===== src/rtl/draw_cursor_grid.sv =====
// Selection-cursor overlay: steps a tile cursor from button edges, toggles a
// blinking locked state, and emits a registered draw/colour pair for its border.
module draw_cursor_grid #(
  parameter int          COLS         = 5,
  parameter int          ROWS         = 1,
  parameter int          START_COL    = 2,
  parameter int          START_ROW    = 0,
  parameter int          X0           = 6,
  parameter int          Y0           = 23,
  parameter int          X_SEP        = 16,
  parameter int          Y_SEP        = 16,
  parameter int          SIZE         = 14,
  parameter int          THICK        = 3,
  parameter int          WRAP         = 0,
  parameter int          BLINK_CYCLES = 3125000,
  parameter logic [15:0] COL_NAV      = 16'h07E0,
  parameter logic [15:0] COL_LOCK     = 16'hFFE0
) (
  input  logic        clk,
  input  logic        rst_n,
  input  logic [12:0] pixel_index,
  input  logic        btn_l,
  input  logic        btn_r,
  input  logic        btn_u,
  input  logic        btn_d,
  input  logic        btn_c,
  output logic        draw,
  output logic [15:0] colour,
  output logic [2:0]  cur_col,
  output logic [1:0]  cur_row,
  output logic        locked
);

  localparam int CNT_W = (BLINK_CYCLES > 1) ? $clog2(BLINK_CYCLES) : 1;
  localparam logic [CNT_W-1:0] CNT_LAST = CNT_W'(BLINK_CYCLES - 1);
  localparam logic [2:0]  COL_LAST = 3'(COLS - 1);
  localparam logic [1:0]  ROW_LAST = 2'(ROWS - 1);
  localparam logic [12:0] SIZE13   = 13'(SIZE);
  localparam logic [12:0] HOLE_LO  = 13'(THICK);
  localparam logic [12:0] HOLE_HI  = 13'(SIZE - 1 - THICK);
  localparam bit          HAS_HOLE = (SIZE - 2 * THICK) > 0;

  localparam int B_R = 0;
  localparam int B_L = 1;
  localparam int B_D = 2;
  localparam int B_U = 3;
  localparam int B_C = 4;

  typedef enum logic {NAV, LOCKED} state_t;

  state_t           state_q;
  logic [4:0]       btn;
  logic [4:0]       btnPrev_q;
  logic [4:0]       btnEdge_q;
  logic [2:0]       col_q;
  logic [1:0]       row_q;
  logic             phase_q;
  logic [CNT_W-1:0] blinkCnt_q;
  logic             draw_q;
  logic             draw_d;
  logic [15:0]      colour_q;
  logic [15:0]      colour_d;
  logic [12:0]      pixX;
  logic [12:0]      pixY;
  logic [12:0]      dx;
  logic [12:0]      dy;
  logic [7:0]       sx;
  logic [7:0]       sy;
  logic             inBox;
  logic             inHole;

  assign btn = {btn_c, btn_u, btn_d, btn_l, btn_r};

  // The edge itself is registered, giving a two-clock button-to-cursor latency.
  always_ff @(posedge clk or negedge rst_n) begin
    if (!rst_n) begin
      btnPrev_q <= '0;
      btnEdge_q <= '0;
    end else begin
      btnPrev_q <= btn;
      btnEdge_q <= btn & ~btnPrev_q;
    end
  end

  always_ff @(posedge clk or negedge rst_n) begin
    if (!rst_n) begin
      state_q    <= NAV;
      col_q      <= 3'(START_COL);
      row_q      <= 2'(START_ROW);
      phase_q    <= 1'b1;
      blinkCnt_q <= '0;
    end else begin
      case (state_q)
        NAV: begin
          phase_q    <= 1'b1;
          blinkCnt_q <= '0;
          if (btnEdge_q[B_C]) begin
            state_q <= LOCKED;
          end else begin
            if (btnEdge_q[B_L]) begin
              if (col_q == 3'd0) col_q <= (WRAP != 0) ? COL_LAST : 3'd0;
              else               col_q <= col_q - 3'd1;
            end else if (btnEdge_q[B_R]) begin
              if (col_q == COL_LAST) col_q <= (WRAP != 0) ? 3'd0 : COL_LAST;
              else                   col_q <= col_q + 3'd1;
            end
            // Up moves toward row 0, matching screen orientation.
            if (btnEdge_q[B_U]) begin
              if (row_q == 2'd0) row_q <= (WRAP != 0) ? ROW_LAST : 2'd0;
              else               row_q <= row_q - 2'd1;
            end else if (btnEdge_q[B_D]) begin
              if (row_q == ROW_LAST) row_q <= (WRAP != 0) ? 2'd0 : ROW_LAST;
              else                   row_q <= row_q + 2'd1;
            end
          end
        end
        LOCKED: begin
          if (btnEdge_q[B_C]) begin
            state_q    <= NAV;
            phase_q    <= 1'b1;
            blinkCnt_q <= '0;
          end else if (blinkCnt_q == CNT_LAST) begin
            blinkCnt_q <= '0;
            phase_q    <= ~phase_q;
          end else begin
            blinkCnt_q <= blinkCnt_q + 1'b1;
          end
        end
        default: state_q <= NAV;
      endcase
    end
  end

  // Offsets wrap to huge values when the pixel lies above/left of the tile.
  always_comb begin
    pixX     = pixel_index % 13'd96;
    pixY     = pixel_index / 13'd96;
    sx       = 8'(X0) + 8'(col_q) * 8'(X_SEP);
    sy       = 8'(Y0) + 8'(row_q) * 8'(Y_SEP);
    dx       = pixX - {5'd0, sx};
    dy       = pixY - {5'd0, sy};
    inBox    = (dx < SIZE13) && (dy < SIZE13);
    inHole   = HAS_HOLE && (dx >= HOLE_LO) && (dx <= HOLE_HI) &&
               (dy >= HOLE_LO) && (dy <= HOLE_HI);
    draw_d   = inBox && !inHole && phase_q && (pixel_index < 13'd6144);
    colour_d = draw_d ? ((state_q == LOCKED) ? COL_LOCK : COL_NAV) : 16'h0000;
  end

  always_ff @(posedge clk or negedge rst_n) begin
    if (!rst_n) begin
      draw_q   <= 1'b0;
      colour_q <= 16'h0000;
    end else begin
      draw_q   <= draw_d;
      colour_q <= colour_d;
    end
  end

  assign draw    = draw_q;
  assign colour  = colour_q;
  assign cur_col = col_q;
  assign cur_row = row_q;
  assign locked  = (state_q == LOCKED);

endmodule


===== config.mk =====
export PLATFORM = sky130hd
export DESIGN_NAME = draw_cursor_grid
export DESIGN_NICKNAME = d
export VERILOG_FILES = /design/src/rtl/draw_cursor_grid.sv
export SDC_FILE = /design/constraint.sdc
export NUM_CORES = 1
export LEC_CHECK = 0
export ABC_AREA = 1
export CORE_MARGIN = 1.5
export CORE_UTILIZATION = 40
export DETAILED_ROUTE_END_ITERATION = 16
export GPL_ROUTABILITY_DRIVEN = 0
export PLACE_DENSITY = 0.75
export SLEW_MARGIN = 10
export SYNTH_ARGS = -nofsm -noshare
export SYNTH_HDL_FRONTEND = slang
export SYNTH_SLANG_ARGS = --single-unit

===== constraint.sdc =====
create_clock -name clk -period 2.33 [get_ports clk]
set_input_delay 0.233 -clock clk [delete_from_list [all_inputs] [get_ports clk]]
set_output_delay 0.233 -clock clk [all_outputs]
set_load 0.01 [all_outputs]

* Word level (Yosys, flattened, before mapping) *
Index checks and enable logic that the tools add are counted.
W data, S select, Z words.

operators by class
  add/subtract/negate cells = 9
  multiply operators = 0
  divide/modulo/power cells = 2
  order comparisons = 7
  eq/ne operators = 3
  shifts and indexed selects = 0
  multiplexer cells = 19
  bitwise operators = 5
  reductions and logical operators = 14

operator list
  operator                 count
  $mux W22                 2
  $pmux W22 S2             1
  $mux W16                 2
  $ge A13 B2 Y1 const B    2
  $le A13 B4 Y1 const B    2
  $lt A13 B4 Y1 const B    2
  $add A22 B1 Y22 const B  1
  $eq A22 B22 Y1 const B   1
  $div A13 B7 Y13 const B  1
  $lt A13 B13 Y1 const B   1
  $mod A13 B7 Y13 const B  1
  $sub A13 B7 Y13          1
  $sub A13 B8 Y13          1
  $mux W3                  4
  $add A3 B7 Y8 const A    1
  $mux W2                  4
  $add A5 B6 Y7 const A    1
  $logic_and A1 B1 Y1      7
  $reduce_and A3 Y1        2
  $and A5 B5 Y5            1
  $not A5 Y5               1
  $mux W1                  4
  $pmux W1 S2              2
  $reduce_bool A2 Y1       2
  other kinds (10)         12

word-level totals
  register bits = 56
  bits in latches = 0
  RAM bits = 0
  ROM bits = 0
  input bits = 20
  output and inout bits = 23
  logic and storage cells = 68
  memories = 0

* Longest topological paths before layout *
  depth in word-level cells = 11
  mapped depth = 31
  depth with buffers taken out = 31

* Worst setup path after synthesis *
OpenSTA, ideal clock, no wires.

  kind = in2reg
  from = input port pixel_index[11]
  to = register colour_q[14] (netlist: colour[14])
  library setup time = 0.117 ns
  data arrival time = 3.222 ns
  required time = 2.213 ns
  setup slack = -1.009 ns
  stages on the path = 31
  path buffers = 0
  cells stage by stage = inv_1 -> nand2_1 -> nand2_1 -> nand2_2 -> nand2_2 -> o21ai_2 -> nand2_2 -> inv_2 -> o21bai_2 -> nand3_1 -> nand2_1 -> nand2_1 -> nand3_2 -> nand3_2 -> nand3_2 -> nand2_2 -> xor2_1 -> ha_1 -> inv_1 -> ha_1 -> a21oi_1 -> nor2_1 -> nor2_1 -> xor2_1 -> nand3_1 -> o2111ai_1 -> nand3_1 -> nor2_1 -> nand3_1 -> nand3_1 -> nor2_1

on the way
  longest elaborated chain between the ends = 11
  elaborated cells between the ends (all ways) = 20
  those cells by class = 2 x add/sub; 2 x div; 7 x order compare; 1 x mux; 8 x reduce/logical

RTL lines
  element                                                line  source
  start, declared                                        21    input logic [12:0] pixel_index,
  $mod A13 B7 Y13                                        136   pixX = pixel_index % 13'd96;
  $sub A13 B8 Y13                                        140   dx = pixX - {5'd0, sx};
  $ge A13 B2 Y1 / $le A13 B4 Y1 (equally long branches)  143   inHole = HAS_HOLE && (dx >= HOLE_LO) && (dx <= HOLE_HI) &&
  $logic_and A1 B1 Y1 (2 in a row)                       143
  $logic_and A1 B1 Y1                                    144   (dy >= HOLE_LO) && (dy <= HOLE_HI);
  $logic_not A1 Y1                                       145   draw_d = inBox && !inHole && phase_q && (pixel_index < 13'd6144);
  $logic_and A1 B1 Y1 (2 in a row)                       145
  $logic_and A1 B1 Y1 *                                  145
  $mux W16 *                                             146   colour_d = draw_d ? ((state_q == LOCKED) ? COL_LOCK : COL_NAV) : 16'h0000;
  end signal, assigned                                   155   colour_q <= colour_d;
  end, declared                                          61    logic [15:0] colour_q;

Mark *: on every way between the ends. The rest lies on a longest branch, timed or not.
A chain may end at the register's enable or synchronous reset.

* Worst setup path in the final report *
  from = input port pixel_index[12]
  to = register colour_q[14] (netlist: colour[14])

Same word-level chain as after synthesis.

==> impl_results.html <==
<table>
<tr><th>Metric</th><th>Value</th></tr>
<tr><th colspan="2">Outcome</th></tr>
<tr><td>Status</td><td>complete, but fails checks</td></tr>
<tr><td>Violated checks</td><td>setup timing</td></tr>
<tr><th colspan="2">Synthesis</th></tr>
<tr><td>YS warnings</td><td>0</td></tr>
<tr><td>Total of flip-flops plus latches after synthesis</td><td>41</td></tr>
<tr><td>Fraction of registers with async set/reset</td><td>100%</td></tr>
<tr><td>Post-synth design cell area</td><td>0.00307 mm²</td></tr>
<tr><td>Netlist cell types</td><td>42</td></tr>
<tr><td>Syn Inst Count</td><td>396</td></tr>
<tr><td>Sequential area share after synthesis</td><td>33.6%</td></tr>
<tr><td>Post-Synthesis Mean Instance Area</td><td>7.74 µm²</td></tr>
<tr><td>Main synth FF type</td><td>sky130_fd_sc_hd__dfrtp_1</td></tr>
<tr><td>EDFF count, synth</td><td>0</td></tr>
<tr><th colspan="2">Setup path</th></tr>
<tr><td>Data arrival time of the worst path</td><td>3.69 ns</td></tr>
<tr><td>Data required time of the critical path</td><td>2.52 ns</td></tr>
<tr><td>Stage delay of the slowest cell on the critical path</td><td>0.26 ns</td></tr>
<tr><td>Most used cell along the critical path</td><td>sky130_fd_sc_hd__nand2_2</td></tr>
<tr><td>Worst path slowest cell</td><td>sky130_fd_sc_hd__ha_1</td></tr>
<tr><td>Path depth of the worst reg2reg path</td><td>14</td></tr>
<tr><td>Type of the setup path with the least slack</td><td>in2reg</td></tr>
<tr><td>Maximum fanout along the worst path</td><td>4</td></tr>
<tr><td>Critical path endpoint category</td><td>flop</td></tr>
<tr><td>Startpoint kind of the worst setup timing path</td><td>primary input</td></tr>
<tr><th colspan="2">Finish</th></tr>
<tr><td>Core Util, Final</td><td>56.4%</td></tr>
<tr><td>Most frequent cells in the layout</td><td>sky130_fd_sc_hd__inv_1, sky130_fd_sc_hd__buf_4, sky130_fd_sc_hd__nand2_1, sky130_fd_sc_hd__nor2_1, sky130_fd_sc_hd__dfrtp_1</td></tr>
<tr><td>Layout filler cell count</td><td>631</td></tr>
<tr><td>Synth-to-Final Area Change</td><td>35.0%</td></tr>
<tr><td>Antenna diode count</td><td>0</td></tr>
<tr><td>Proportion of layout cells with a drive suffix above 1</td><td>28.3%</td></tr>
<tr><td>Most common library cell in the layout ignoring fill and taps</td><td>sky130_fd_sc_hd__inv_1</td></tr>
<tr><td>Layout Nets</td><td>524</td></tr>
<tr><th colspan="2">CTS</th></tr>
<tr><td>Clock net sink count</td><td>41</td></tr>
<tr><td>Clock slew seen by the registers of the worst setup and hold paths</td><td>0.08 ns</td></tr>
<tr><td>CTS tree</td><td>yes</td></tr>
<tr><td>Max clock buf depth</td><td>2</td></tr>
<tr><td>TritonCTS Buffers</td><td>5</td></tr>
<tr><td>Clk Latency, worst-skew pair</td><td>0.30 ns</td></tr>
<tr><td>Root Buffer</td><td>sky130_fd_sc_hd__clkbuf_8</td></tr>
<tr><td>Number of H-tree levels</td><td>2</td></tr>
<tr><th colspan="2">Global routing</th></tr>
<tr><td>Via count of the first global-routing pass</td><td>2694</td></tr>
<tr><td>Maximum number of pins on one net before global-route repair</td><td>42</td></tr>
<tr><td>GRT Resource Usage Total</td><td>16.6%</td></tr>
<tr><td>Global-route congestion overflow total</td><td>0</td></tr>
<tr><td>Initial antenna violation count</td><td>0</td></tr>
<tr><td>First-pass GRT wire length</td><td>11.2 mm</td></tr>
<tr><th colspan="2">STA</th></tr>
<tr><td>Slew at the pin closest to its max-slew limit</td><td>0.889 ns</td></tr>
<tr><td>Final hold violation count</td><td>0</td></tr>
<tr><td>Share of the clock period used by the worst path after layout</td><td>150%</td></tr>
<tr><td>Clock Skew</td><td>0.00964 ns</td></tr>
<tr><td>Pins Over Slew Limit</td><td>0</td></tr>
<tr><td>Min cycle time layout</td><td>3.50 ns</td></tr>
<tr><td>Final worst-path setup slack</td><td>-1.17 ns</td></tr>
<tr><td>Upper clock frequency limit</td><td>0.286 GHz</td></tr>
<tr><td>Max transition margin</td><td>40.7%</td></tr>
<tr><td>Unrepaired setup endpoints after global routing</td><td>true</td></tr>
<tr><td>Final count of negative-setup-slack endpoints</td><td>2</td></tr>
<tr><th colspan="2">Power</th></tr>
<tr><td>Internal Dissipation</td><td>2.03 mW</td></tr>
<tr><td>Sequential share of power</td><td>26.9%</td></tr>
<tr><td>Leakage power summed over all cells</td><td>1.98 nW</td></tr>
<tr><td>Part of the total power dissipated in combinational logic</td><td>55.1%</td></tr>
<tr><td>Power share of the clock group</td><td>18.0%</td></tr>
<tr><td>Switching power</td><td>1.27 mW</td></tr>
<tr><td>Sw Share</td><td>38.5%</td></tr>
<tr><td>IR Drop Worst-Case VDD</td><td>0.488 mV</td></tr>
<tr><td>Final Total Pwr</td><td>3.29 mW</td></tr>
<tr><td>Ratio of total power to cell area</td><td>795 mW/mm²</td></tr>
<tr><th colspan="2">Drt</th></tr>
<tr><td>DRT antenna net count</td><td>0</td></tr>
<tr><td>Avg Vias per Cell</td><td>4.81</td></tr>
<tr><td>Wirelength per Cell</td><td>11.4 µm</td></tr>
<tr><td>Length of the first detailed-routing pass in iterations</td><td>4</td></tr>
<tr><td>Routed vias</td><td>2750</td></tr>
<tr><td>DRC Markers</td><td>0</td></tr>
<tr><td>Post-detailed-routing wire length</td><td>6.50 mm</td></tr>
<tr><td>Number of DRC markers after the initial detailed-route iteration</td><td>75</td></tr>
<tr><th colspan="2">Floorplanning</th></tr>
<tr><td>I/O pin total</td><td>43</td></tr>
<tr><td>Die span in y</td><td>90.5 µm</td></tr>
<tr><td>Floorplan row count</td><td>31</td></tr>
<tr><td>Area of the core</td><td>0.00733 mm²</td></tr>
<tr><td>Initial core utilization</td><td>41.8%</td></tr>
<tr><td>Area of the die</td><td>0.00820 mm²</td></tr>
<tr><td>Die Wd</td><td>90.5 µm</td></tr>
<tr><th colspan="2">Flow run</th></tr>
<tr><td>Max Cap Viol</td><td>0</td></tr>
<tr><th colspan="2">Place</th></tr>
<tr><td>PortBufs</td><td>37</td></tr>
<tr><td>DPL Wire Length</td><td>4.85 mm</td></tr>
<tr><th colspan="2">Worst hold path</th></tr>
<tr><td>Path type of the worst min-delay path</td><td>in2async</td></tr>
</table>
-- sequential cells by signal, indices dropped and copies added (netlist names) --
register and flops:
btnPrev_q 5, locked 1, phase_q 1, btnEdge_q 5, cur_col 3, cur_row 2, colour 2, blinkCnt_q 22
-- through the flow --
step / TNS [ns] / area [µm²] / instances / worst slack (ns) / hold slack [ns]
2_1_floorplan: -1.88 / 3150 / 401 / -0.941 / -0.0626
3_3_place_gp: -3.50 / 3820 / 558 / -1.75 / 0.380
3_5_place_dp: -3.90 / 3820 / 558 / -1.95 / 0.385
4_1_cts: -2.33 / 4000 / 568 / -1.17 / 0.0792
5_1_grt: -3.02 / 4140 / 572 / -1.43 / 0.126
6_report: -2.32 / 4140 / 572 / -1.17 / 0.0420
-- repair_timing --
action | in CTS | in global routing
buffers inserted | 2 | 4
setup endpoints to repair | 2 | 6
hold buffers | 0 | 0
resized for setup | 27 | 28
pin swaps | 29 | 23
-- metal layers --
metal	up-vias	GRT usage (%)	wire length [µm]	part of all wire, %
li1	1407	-	-	-
met1	1283	19.8	2870	44
met2	45	28.9	3270	50
met3	15	2.86	185	2.8
met4	0	7.80	178	2.7
met5	-	0	0	0
-- area by class of cell --
cell class / instances / area (µm²) / area share (%)
well taps: 99 / 124 / 2.99
clock buffers: 7 / 86.3 / 2.09
multi-input cells: 265 / 1850 / 44.7
inverters: 77 / 310 / 7.50
repair buffers: 82 / 709 / 17.1
flip-flops and latches: 41 / 1030 / 24.9
clock inverters: 1 / 30.0 / 0.726
-- logic make-up (layout without fill, tap and decap cells) --
logic type	after synthesis	in the layout	synth area share, %
fa+ha+maj	32	32	13.1
simple gates	166	166	26.5
compound gates	51	51	10.4
flops	41	41	33.6
xor+xnor	10	10	2.86
buf+inv	95	167	13.5
other cells	1	6	0.122
-- synth_stat cells (all sizes together) (2+ instances only) --
master / instances / area [µm²]
inv: 76 / 285
xor2: 10 / 87.6
o21ai: 14 / 77.6
nor2: 50 / 205
nand2: 57 / 231
dfrtp: 39 / 976
nor4: 4 / 40.0
clkbuf: 3 / 11.3
nor3: 16 / 80.1
ha: 32 / 400
o21a: 5 / 37.5
o21bai: 2 / 18.8
nand4: 4 / 25.0
nor3b: 6 / 45.0
dfstp: 2 / 52.6
a31oi: 3 / 18.8
or2: 2 / 12.5
a21oi: 19 / 103
nand3: 24 / 150
o41ai: 2 / 17.5
buf: 15 / 113
-- power by group through the flow --
stage / clock network, mW / registers (mW) / logic [mW]
after floorplan: 0 / 0.918 / 0.998
after detailed placement: 0 / 0.898 / 1.67
after global routing: 0.632 / 0.898 / 2.03
after global placement: 0 / 0.893 / 1.60
final: 0.592 / 0.885 / 1.81
after CTS: 0.604 / 0.883 / 1.74
-- critical path, delay by kind of cell --
family	cells	cell delay (ns)
compound gates	6	0.82
xor+xnor	2	0.32
fa+ha+maj	2	0.46
simple gates	17	1.55
buf+inv	3	0.29
-- final timing paths --
| check | start | to | slack (ns) |
|---|---|---|---|
| max | pixel_index[12] | colour[14] | -1.17 |
| min | rst_n | blinkCnt_q[9] | 0.04 |
| max reg2reg | cur_col[1] | colour[14] | -0.02 |
| min reg2reg | btnPrev_q[2] | btnEdge_q[2] | 0.39 |
| max in group asynchronous | rst_n | cur_row[0] | 1.72 |
| min in group clk | btnPrev_q[2] | btnEdge_q[2] | 0.39 |
Power figures use the tool's default switching activity.
